### config.mk
export PLATFORM = sky130hd
export DESIGN_NAME = usb_tx_controller
export DESIGN_NICKNAME = d
export VERILOG_FILES = /design/src/rtl/usb_tx_pkg.sv /design/src/rtl/usb_crc16.sv /design/src/rtl/usb_tx_controller.sv
export SDC_FILE = /design/constraint.sdc
export NUM_CORES = 1
export LEC_CHECK = 0
export CAP_MARGIN = 20
export CORE_MARGIN = 5
export CORE_UTILIZATION = 55
export DETAILED_ROUTE_END_ITERATION = 6
export PLACE_DENSITY = 0.8
export SKIP_CTS_REPAIR_TIMING = 1
export SLEW_MARGIN = 20
export SYNTH_ARGS = -nofsm -noshare
export SYNTH_HDL_FRONTEND = slang
export SYNTH_SLANG_ARGS = --single-unit
### constraint.sdc
create_clock -name clk -period 2.5 [get_ports clk]
set_input_delay 0.625 -clock clk [delete_from_list [all_inputs] [get_ports clk]]
set_output_delay 0.625 -clock clk [all_outputs]
set_load 0.005 [all_outputs]
### src/rtl/usb_tx_pkg.sv
// ---------------------------------------------------------------------------
// usb_tx_pkg
// Shared definitions for the USB TX packet sequencer:
//   - tx_state_t      : sequencer state encoding
//   - PKT_*           : request codes presented on tx_packet
//   - PID_*           : PID bytes placed on the wire for each request
//   - SYNC_BYTE       : first byte of every packet
//   - CRC_INIT/POLY_R : USB CRC16 seed and reflected polynomial
// Helper functions map request codes to PIDs and advance the CRC by a byte.
// ---------------------------------------------------------------------------
package usb_tx_pkg;

  typedef enum logic [3:0] {
    ST_IDLE      = 4'd0,
    ST_LOAD_SYNC = 4'd1,
    ST_SYNC      = 4'd2,
    ST_PID       = 4'd3,
    ST_DATA      = 4'd4,
    ST_CRC_LO    = 4'd5,
    ST_CRC_HI    = 4'd6,
    ST_EOP       = 4'd7,
    ST_DONE      = 4'd8
  } tx_state_t;

  localparam logic [2:0] PKT_NONE  = 3'd0;
  localparam logic [2:0] PKT_DATA0 = 3'd1;
  localparam logic [2:0] PKT_DATA1 = 3'd2;
  localparam logic [2:0] PKT_ACK   = 3'd3;
  localparam logic [2:0] PKT_NAK   = 3'd4;
  localparam logic [2:0] PKT_STALL = 3'd5;

  localparam logic [7:0] PID_DATA0 = 8'hC3;
  localparam logic [7:0] PID_DATA1 = 8'h4B;
  localparam logic [7:0] PID_ACK   = 8'hD2;
  localparam logic [7:0] PID_NAK   = 8'h5A;
  localparam logic [7:0] PID_STALL = 8'h1E;

  localparam logic [7:0]  SYNC_BYTE  = 8'h80;
  localparam logic [15:0] CRC_INIT   = 16'hFFFF;
  localparam logic [15:0] CRC_POLY_R = 16'hA001;

  // True for codes that start a packet (DATA0 through STALL).
  function automatic logic is_valid_req(input logic [2:0] code);
    return (code >= PKT_DATA0) && (code <= PKT_STALL);
  endfunction

  // True for codes that carry a payload and CRC16.
  function automatic logic is_data_pkt(input logic [2:0] code);
    return (code == PKT_DATA0) || (code == PKT_DATA1);
  endfunction

  // PID byte for a latched request code; unused codes never reach here.
  function automatic logic [7:0] pid_for(input logic [2:0] code);
    logic [7:0] pid;
    pid = PID_DATA0;
    case (code)
      PKT_DATA0: pid = PID_DATA0;
      PKT_DATA1: pid = PID_DATA1;
      PKT_ACK:   pid = PID_ACK;
      PKT_NAK:   pid = PID_NAK;
      PKT_STALL: pid = PID_STALL;
      default:   pid = PID_DATA0;
    endcase
    return pid;
  endfunction

  // One byte of reflected CRC16: fold the byte into the low bits, then
  // shift right eight times, folding in the polynomial on each carry out.
  function automatic logic [15:0] crc16_byte(input logic [15:0] crc_in,
                                             input logic [7:0]  data);
    logic [15:0] c;
    c = crc_in ^ {8'h00, data};
    for (int i = 0; i < 8; i++) begin
      if (c[0]) c = (c >> 1) ^ CRC_POLY_R;
      else      c = c >> 1;
    end
    return c;
  endfunction

endpackage

### src/rtl/usb_crc16.sv
// ---------------------------------------------------------------------------
// usb_crc16
// Running USB CRC16 over payload bytes, one byte per enabled cycle.
// Ports:
//   clk, n_rst : clock and asynchronous active-low reset (crc -> CRC_INIT)
//   init       : reload CRC_INIT at the start of a packet (wins over enable)
//   enable     : fold data into the running crc this cycle
//   data       : payload byte being transmitted
//   crc        : current (non-inverted) register value
// ---------------------------------------------------------------------------
module usb_crc16
  import usb_tx_pkg::*;
(
  input  logic        clk,
  input  logic        n_rst,
  input  logic        init,
  input  logic        enable,
  input  logic [7:0]  data,
  output logic [15:0] crc
);

  logic [15:0] crc_next;

  // Byte-parallel next value, computed from the same-cycle data byte.
  assign crc_next = crc16_byte(crc, data);

  // Register holds the running remainder; init restarts it per packet.
  always_ff @(posedge clk or negedge n_rst) begin
    if (!n_rst) begin
      crc <= CRC_INIT;
    end else if (init) begin
      crc <= CRC_INIT;
    end else if (enable) begin
      crc <= crc_next;
    end
  end

endmodule

### src/rtl/usb_tx_controller.sv
// ---------------------------------------------------------------------------
// usb_tx_controller
// Packet sequencer for the USB TX path: SYNC, PID, payload, CRC16, EOP.
// Ports:
//   clk, n_rst          : clock and asynchronous active-low reset
//   tx_packet           : request code sampled in IDLE (1-5 valid, 6-7 bad)
//   buffer_occupancy    : bytes in the TX FIFO (clamped to MAX_BYTES)
//   tx_packet_data      : FIFO head byte, first-word-fall-through
//   shift_enable        : bit strobe from the bit timer
//   byte_sent           : byte-complete strobe from the bit timer
//   enable_timer        : keeps the bit timer running (low clears it)
//   tx_byte, load_byte  : byte and load strobe for the shift register
//   get_tx_packet_data  : FIFO pop, coincident with the payload byte load
//   eop_se0, eop_j      : end-of-packet line states for the encoder
//   tx_active           : high whenever the sequencer is not IDLE
//   tx_done, tx_error   : single-cycle completion / bad-request pulses
// All outputs are registered and change together with the state.
// ---------------------------------------------------------------------------
module usb_tx_controller
  import usb_tx_pkg::*;
#(
  parameter int MAX_BYTES = 64,
  parameter int CNT_W     = 7
) (
  input  logic             clk,
  input  logic             n_rst,
  input  logic [2:0]       tx_packet,
  input  logic [CNT_W-1:0] buffer_occupancy,
  input  logic [7:0]       tx_packet_data,
  input  logic             shift_enable,
  input  logic             byte_sent,
  output logic             enable_timer,
  output logic [7:0]       tx_byte,
  output logic             load_byte,
  output logic             get_tx_packet_data,
  output logic             eop_se0,
  output logic             eop_j,
  output logic             tx_active,
  output logic             tx_done,
  output logic             tx_error
);

  localparam logic [CNT_W-1:0] MAX_CNT = CNT_W'(MAX_BYTES);

  tx_state_t        state;
  logic [2:0]       code_q;
  logic [CNT_W-1:0] cnt;
  logic [1:0]       eop_cnt;
  logic [15:0]      crc;

  logic             req_valid;
  logic             pkt_is_data;
  logic [CNT_W-1:0] occ_clamped;
  logic             payload_step;

  // Request qualification and payload-length clamp for the IDLE decision.
  assign req_valid   = (state == ST_IDLE) && is_valid_req(tx_packet);
  assign pkt_is_data = is_data_pkt(code_q);
  assign occ_clamped = (buffer_occupancy > MAX_CNT) ? MAX_CNT : buffer_occupancy;

  // A payload byte goes out on byte_sent in PID (data packets) or DATA
  // while bytes remain; the CRC folds in that same-cycle FIFO head.
  assign payload_step = byte_sent && (cnt != '0) &&
                        ((state == ST_DATA) || ((state == ST_PID) && pkt_is_data));

  usb_crc16 u_crc (
    .clk    (clk),
    .n_rst  (n_rst),
    .init   (req_valid),
    .enable (payload_step),
    .data   (tx_packet_data),
    .crc    (crc)
  );

  // Sequencer. Outputs are assigned on the transitions into the states
  // that own them, so they line up with the state register cycle-for-cycle.
  // Strobes default low each cycle and are raised only where they fire.
  always_ff @(posedge clk or negedge n_rst) begin
    if (!n_rst) begin
      state              <= ST_IDLE;
      code_q             <= PKT_NONE;
      cnt                <= '0;
      eop_cnt            <= 2'd0;
      enable_timer       <= 1'b0;
      tx_byte            <= 8'h00;
      load_byte          <= 1'b0;
      get_tx_packet_data <= 1'b0;
      eop_se0            <= 1'b0;
      eop_j              <= 1'b0;
      tx_active          <= 1'b0;
      tx_done            <= 1'b0;
      tx_error           <= 1'b0;
    end else begin
      load_byte          <= 1'b0;
      get_tx_packet_data <= 1'b0;
      tx_done            <= 1'b0;
      tx_error           <= 1'b0;

      case (state)
        ST_IDLE: begin
          if (is_valid_req(tx_packet)) begin
            code_q    <= tx_packet;
            cnt       <= is_data_pkt(tx_packet) ? occ_clamped : '0;
            tx_byte   <= SYNC_BYTE;
            load_byte <= 1'b1;
            tx_active <= 1'b1;
            state     <= ST_LOAD_SYNC;
          end else if (tx_packet != PKT_NONE) begin
            tx_error <= 1'b1;
          end
        end

        // SYNC is already loaded; start the timer so it shifts out.
        ST_LOAD_SYNC: begin
          enable_timer <= 1'b1;
          state        <= ST_SYNC;
        end

        ST_SYNC: begin
          if (byte_sent) begin
            tx_byte   <= pid_for(code_q);
            load_byte <= 1'b1;
            state     <= ST_PID;
          end
        end

        ST_PID: begin
          if (byte_sent) begin
            if (!pkt_is_data) begin
              eop_se0 <= 1'b1;
              eop_cnt <= 2'd0;
              state   <= ST_EOP;
            end else if (cnt != '0) begin
              tx_byte            <= tx_packet_data;
              load_byte          <= 1'b1;
              get_tx_packet_data <= 1'b1;
              cnt                <= cnt - CNT_W'(1);
              state              <= ST_DATA;
            end else begin
              tx_byte   <= ~crc[7:0];
              load_byte <= 1'b1;
              state     <= ST_CRC_LO;
            end
          end
        end

        ST_DATA: begin
          if (byte_sent) begin
            if (cnt != '0) begin
              tx_byte            <= tx_packet_data;
              load_byte          <= 1'b1;
              get_tx_packet_data <= 1'b1;
              cnt                <= cnt - CNT_W'(1);
            end else begin
              tx_byte   <= ~crc[7:0];
              load_byte <= 1'b1;
              state     <= ST_CRC_LO;
            end
          end
        end

        // The CRC register is frozen once the last payload byte is folded,
        // so the high byte read here matches the low byte sent before it.
        ST_CRC_LO: begin
          if (byte_sent) begin
            tx_byte   <= ~crc[15:8];
            load_byte <= 1'b1;
            state     <= ST_CRC_HI;
          end
        end

        ST_CRC_HI: begin
          if (byte_sent) begin
            eop_se0 <= 1'b1;
            eop_cnt <= 2'd0;
            state   <= ST_EOP;
          end
        end

        // EOP is SE0 for two bit times then J for one, timed by strobes.
        ST_EOP: begin
          if (shift_enable) begin
            case (eop_cnt)
              2'd0: begin
                eop_cnt <= 2'd1;
              end
              2'd1: begin
                eop_se0 <= 1'b0;
                eop_j   <= 1'b1;
                eop_cnt <= 2'd2;
              end
              default: begin
                eop_j        <= 1'b0;
                enable_timer <= 1'b0;
                tx_done      <= 1'b1;
                eop_cnt      <= 2'd0;
                state        <= ST_DONE;
              end
            endcase
          end
        end

        ST_DONE: begin
          tx_active <= 1'b0;
          state     <= ST_IDLE;
        end

        default: begin
          enable_timer <= 1'b0;
          eop_se0      <= 1'b0;
          eop_j        <= 1'b0;
          tx_active    <= 1'b0;
          state        <= ST_IDLE;
        end
      endcase
    end
  end

endmodule

Word-level counts from Yosys, hierarchy flattened
Cells that the tools add are included.
- register bits after elaboration: 48
- latch bits: 0
- memory bits (writable): 0
- bits in read-only memories: 0
- input bits: 22
- output and inout bits: 16
- logic and storage cells: 168
- memories: 0
- add/sub/neg operators: 1
- $mul: 0
- div/mod/pow operators: 0
- $lt $le $gt $ge: 3
- equality and inequality tests: 29
- shift operators: 0
- muxes and demuxes: 75
- bitwise logic cells: 15
- reduce and logical (&&, ||, !) cells: 31
- operators with widths (cell ; number):
    $mux 16 ; 10
    $mux 8 ; 7
    $mux 7 ; 7
    $pmux 8 s5 ; 1
    $mux 4 ; 9
    $pmux 4 s8 ; 1
    $pmux 8 s4 ; 1
    $mux 1 ; 24
    $ne 2x2->1 const B ; 12
    $not 2->3 ; 8
    $pmux 7 s3 ; 1
    $eq 4x3->1 const B ; 4
    $not 8->8 ; 2
    $xor 16x8->16 ; 1
    $reduce_or 7->1 ; 2
    $mux 2 ; 5
    $reduce_and 5->1 ; 2
    $eq 3x2->1 const B ; 3
    $reduce_and 9->1 ; 1
    $reduce_bool 3->1 ; 3
    $eq 4x2->1 const B ; 2
    $pmux 1 s2 ; 4
    $reduce_or 8->1 ; 1
    $gt 7x7->1 const B ; 1
    other kinds (28) ; 42

Longest topological paths before layout
- depth in word-level cells: 19
- mapped depth: 9
- depth with buffers taken out: 7

Modules after synthesis
A second synthesis with hierarchy kept.
- cell total of the unflattened synthesis: 324
- area, all modules: 2921.6 um2
- modules (own cells, without submodules) (module ; times used ; cells each ; area an instance (um2) ; sequential area each (um2)):
    usb_tx_controller ; 1 ; 239 ; 2024.4 ; 800.8
    usb_crc16 ; 1 ; 85 ; 897.1 ; 420.4

Worst setup path before layout
No wires, ideal clock.
- path kind: in2reg
- start: in tx_packet_data[2]
- end: reg u_crc.crc[0]
- setup time: 0.068 ns
- data arrival time: 1.924 ns
- data required time: 2.432 ns
- slack: 0.508 ns
- stages: 5
- buffers on the path: 0
- path through: xor2_2 -> xnor3_2 -> xnor3_2 -> xnor2_1 -> a21oi_2
- cells in the longest elaborated chain, start to end: 12
- RTL lines (element ; line ; RTL):
    start, declared ; usb_tx_controller.sv:29 ; input logic [7:0] tx_packet_data,
    $xor 16x8->16 (*) ; usb_tx_pkg.sv:72 ; c = crc_in ^ {8'h00, data};
    $mux 16 (*) ; usb_tx_pkg.sv:74 ; if (c[0]) c = (c >> 1) ^ CRC_POLY_R;
    $not 2->3 (no line) ; - ;
    $mux 16 (*) (7 in series) ; usb_tx_pkg.sv:74 ;
    $mux 16 (*) ; usb_crc16.sv:33 ; end else if (enable) begin
    $mux 16 (*) ; usb_crc16.sv:31 ; end else if (init) begin
    end signal, assigned ; usb_crc16.sv:34 ; crc <= crc_next;
    end, declared ; usb_crc16.sv:19 ; output logic [15:0] crc
Mark *: on every way between the ends. The rest lies on a longest branch, timed or not. The select of a mux whose other input is x is not followed.
A chain may end at the register's enable or synchronous reset.

Worst setup path after layout
Same ends and word-level chain as after synthesis.

==> impl_results.md <==
- Status: finished, final reports clean
- Clk_lat worst skew: 0.31 ns
- DRC viols: 0
- Initial DRC count: 230
- Hold Path Class: in -> async
- DR pass1 iterations: 5
- Slowest stage delay, CP: 0.51 ns
- Final instance area: between 3000 and 4000 um2
- Initial core utilization: 0.567
- Max-slew violation count: 0
- Routed vias/inst: slightly above 6
- Cell taking the most area after synthesis: dfrtp_1
- Initial antenna violation count: 0
- CP max stage cell: clkdlybuf4s50_1
- Crit-path max FO: 2
- HPWL Detailed: 5380 um
- Slew HR: 0.640
- Tot GR Track Use: 0.236
- WL final: 7430 um
- GPL Wtd Cong: 0.907
- Layout cell share with drive strength beyond 1: 0.190
- Crit path to: u_crc.crc[0]
- Crit. Startpoint: tx_packet_data[2]
- Met1 Usage GRT: 0.314
- I/O pin count: 38
- Post-Syn Area: 2910 um2
- Clk_skew: roughly 0.0067 ns
- Post-synth top area share: 0.275
- PortBufs: 37
- Most used cell along the critical path: xnor3_2
- GR Layer Usage met3: 0.0529
- Peak Freq: 446 MHz
- Synth Flop Type: dfrtp_1
- Worst R2R Path Depth: 7
- Pwr Density: 1350 nW/um2
- GRT busiest layer: met2
- Yosys warns: 0
- Reg-to-reg slack, setup: 0.35 ns
- Number of max-cap violations: 0
- Largest net degree at the start of global routing: 49
- Placed inst area: 3500 um2
- CTS max path bufs: 2
- Syn Inst Count: 319
- Die height: 82.8 um
- Routed length per instance: about 17 um
- Worst setup EP type: register
- CTS tree: yes
- Clock Sinks: 48
- Post-DRT Antenna Nets: 0
- # setup viols final: 0
- CP cell instances: clkdlybuf4s50_1 -> xor2_2 -> xnor3_2 -> xnor3_2 -> xnor2_1 -> a21oi_2
- Worst path bufs/invs: 1
- CP Class: in -> reg
- Leak: 1.51 nW
- Top post-synthesis cells by area: dfrtp_1 27%, dfstp_2 14%, a21oi_1 5.3%, o21ai_0 4.8%, nor2_1 4.5%
- RSZ-0062 raised after global routing: no
- Count of final hold-check violations: 0
- Hold slack: around 0.28 ns
- Syn avg cell area: 9.13 um2
- P&R area growth vs syn: 24.4%
- Post-synth ARST share: 1.00
- Syn_nets: ~340
- Met2 usage: 0.381
- Critical Path RT: 2.74 ns
- Cell row count: 26
- Die area: around 6900 um2
- Worst-margin pin slew: 0.540 ns
- Sequential area share after synthesis: 0.419
- # diodes: 0
- Worst R2R Start: cnt[0]
- Critical R2R Capture: tx_byte[1]
- Clk slew on worst S/H paths: 0.09 ns
- Min cycle time layout: ~2.2 ns
- First-pass GRT wire length: between 10,000 and 15,000 um
- Die X: 82.8 um
- Crit share post-route: 0.898
- Non-Filler Instances: roughly 440
- Crit path depth: 6
- Core Box Area: a little over 5000 um2
- CP arrival: between 2 and 2.5 ns
- Synth Register Bits: 48
- EDFF count, synth: 0
- Clock Tree Root: clkbuf_8
- Crit start category: primary input
- Worst path top cell family by delay: XOR/XNOR gates
- Grt ovf: 0
- Max H-tree Level: 2
- Num CTS Buffers: 5
- Dpl cells: around 440
- Yosys cell types: 55
- Final nets: 396
- Vias in the first global route: 2,605
- Vias: 2,681
- Max IR drop VDD: 0.00114 V
- Fill cells: 418
==> layer usage <==
layer / routed length, um / vias up
li1: - / 1258
met1: 3290 / 1292
met2: 3470 / 114
met3: 552 / 17
met4: 125 / 0
met5: 0 / -
==> worst min-delay path by stage <==
| stage | startpoint | endpoint |
|---|---|---|
| after floorplan | n_rst | cnt[0] |
| after global placement | tx_active | tx_active |
| after detailed placement | tx_active | tx_active |
| after CTS | n_rst | tx_byte[2] |
| after global routing | n_rst | tx_byte[5] |
| final | n_rst | tx_byte[5] |
==> worst reg2reg max path, delay by kind of cell, from the launching register on <==
family	cells	cell delay (ns)
compound gates	3	0.65
fa+ha+maj	1	0.20
buf+inv	1	0.10
flops	1	0.39
mux	1	0.13
simple gates	1	0.55
==> state kept, by name, indices dropped and copies added (netlist names), 2 cells and up <==
register	cells
code_q	3
cnt	7
eop_cnt	2
state	4
u_crc.crc	16
tx_byte	8
==> report_power, final <==
part | switching [mW] | internal [mW]
Combinational | 1.41 | 1.40
Clock | 0.278 | 0.327
Sequential | 0.304 | 1.17
==> cells in the mapped netlist, types with 4 or more instances <==
cell type and n:
nor2b_1 9, xnor2_1 13, a21oi_1 31, nor3_1 8, o21ai_0 28, a21o_1 7, clkbuf_1 5, nand3_1 9
mux2i_1 8, dfrtp_1 32, o22ai_1 4, xor2_1 7, a31o_2 4, o22a_1 6, inv_1 9, nand2_1 25
nor2_1 35, nand4_1 4, dfstp_2 16
==> final cells by class <==
cell class | instances | area (um2) | share of cell area
multi-input cells | 246 | 1580 | 0.436
flip-flops and latches | 48 | 1220 | 0.337
repair buffers | 62 | 578 | 0.159
well taps | 70 | 87.6 | 0.0242
clock buffers | 6 | 82.6 | 0.0228
clock inverters | 2 | 38.8 | 0.0107
inverters | 10 | 37.5 | 0.0104
==> per-stage QoR <==
step	worst slack [ns]	utilization	total power, mW	TNS [ns]
after floorplan	0.508	-	3.38	0
after global placement	-0.00253	0.681	4.14	-0.00253
after detailed placement	-0.0496	0.681	4.25	-0.0496
after CTS	0.231	0.704	4.87	0
after global routing	0.177	0.705	5.26	0
final	0.256	0.705	4.88	0
==> cell usage in the layout, fill, tap and decap left out, types with 9 or more instances in the layout <==
cell type and instances:
clkdlybuf4s50_1 36, nor2_1 35, dfrtp_1 32, a21oi_1 31
o21ai_0 28, nand2_1 25, buf_4 23, dfstp_2 16
xnor2_1 13, inv_1 9, nand3_1 9, nor2b_1 9
==> cells by family (layout without fill, tap and decap cells) <==
family | count (synthesis) | after routing | synth area share
AOI/OAI and AO/OA | 105 | 105 | 0.234
and+or+nand+nor | 104 | 104 | 0.168
DFF | 48 | 48 | 0.419
xor gates and xnor gates | 25 | 25 | 0.0954
buffers and inverters | 25 | 80 | 0.0404
muxes | 11 | 11 | 0.0391
adders and majority gates | 1 | 1 | 0.00429
No activity file was read; power rests on OpenSTA's default activity.
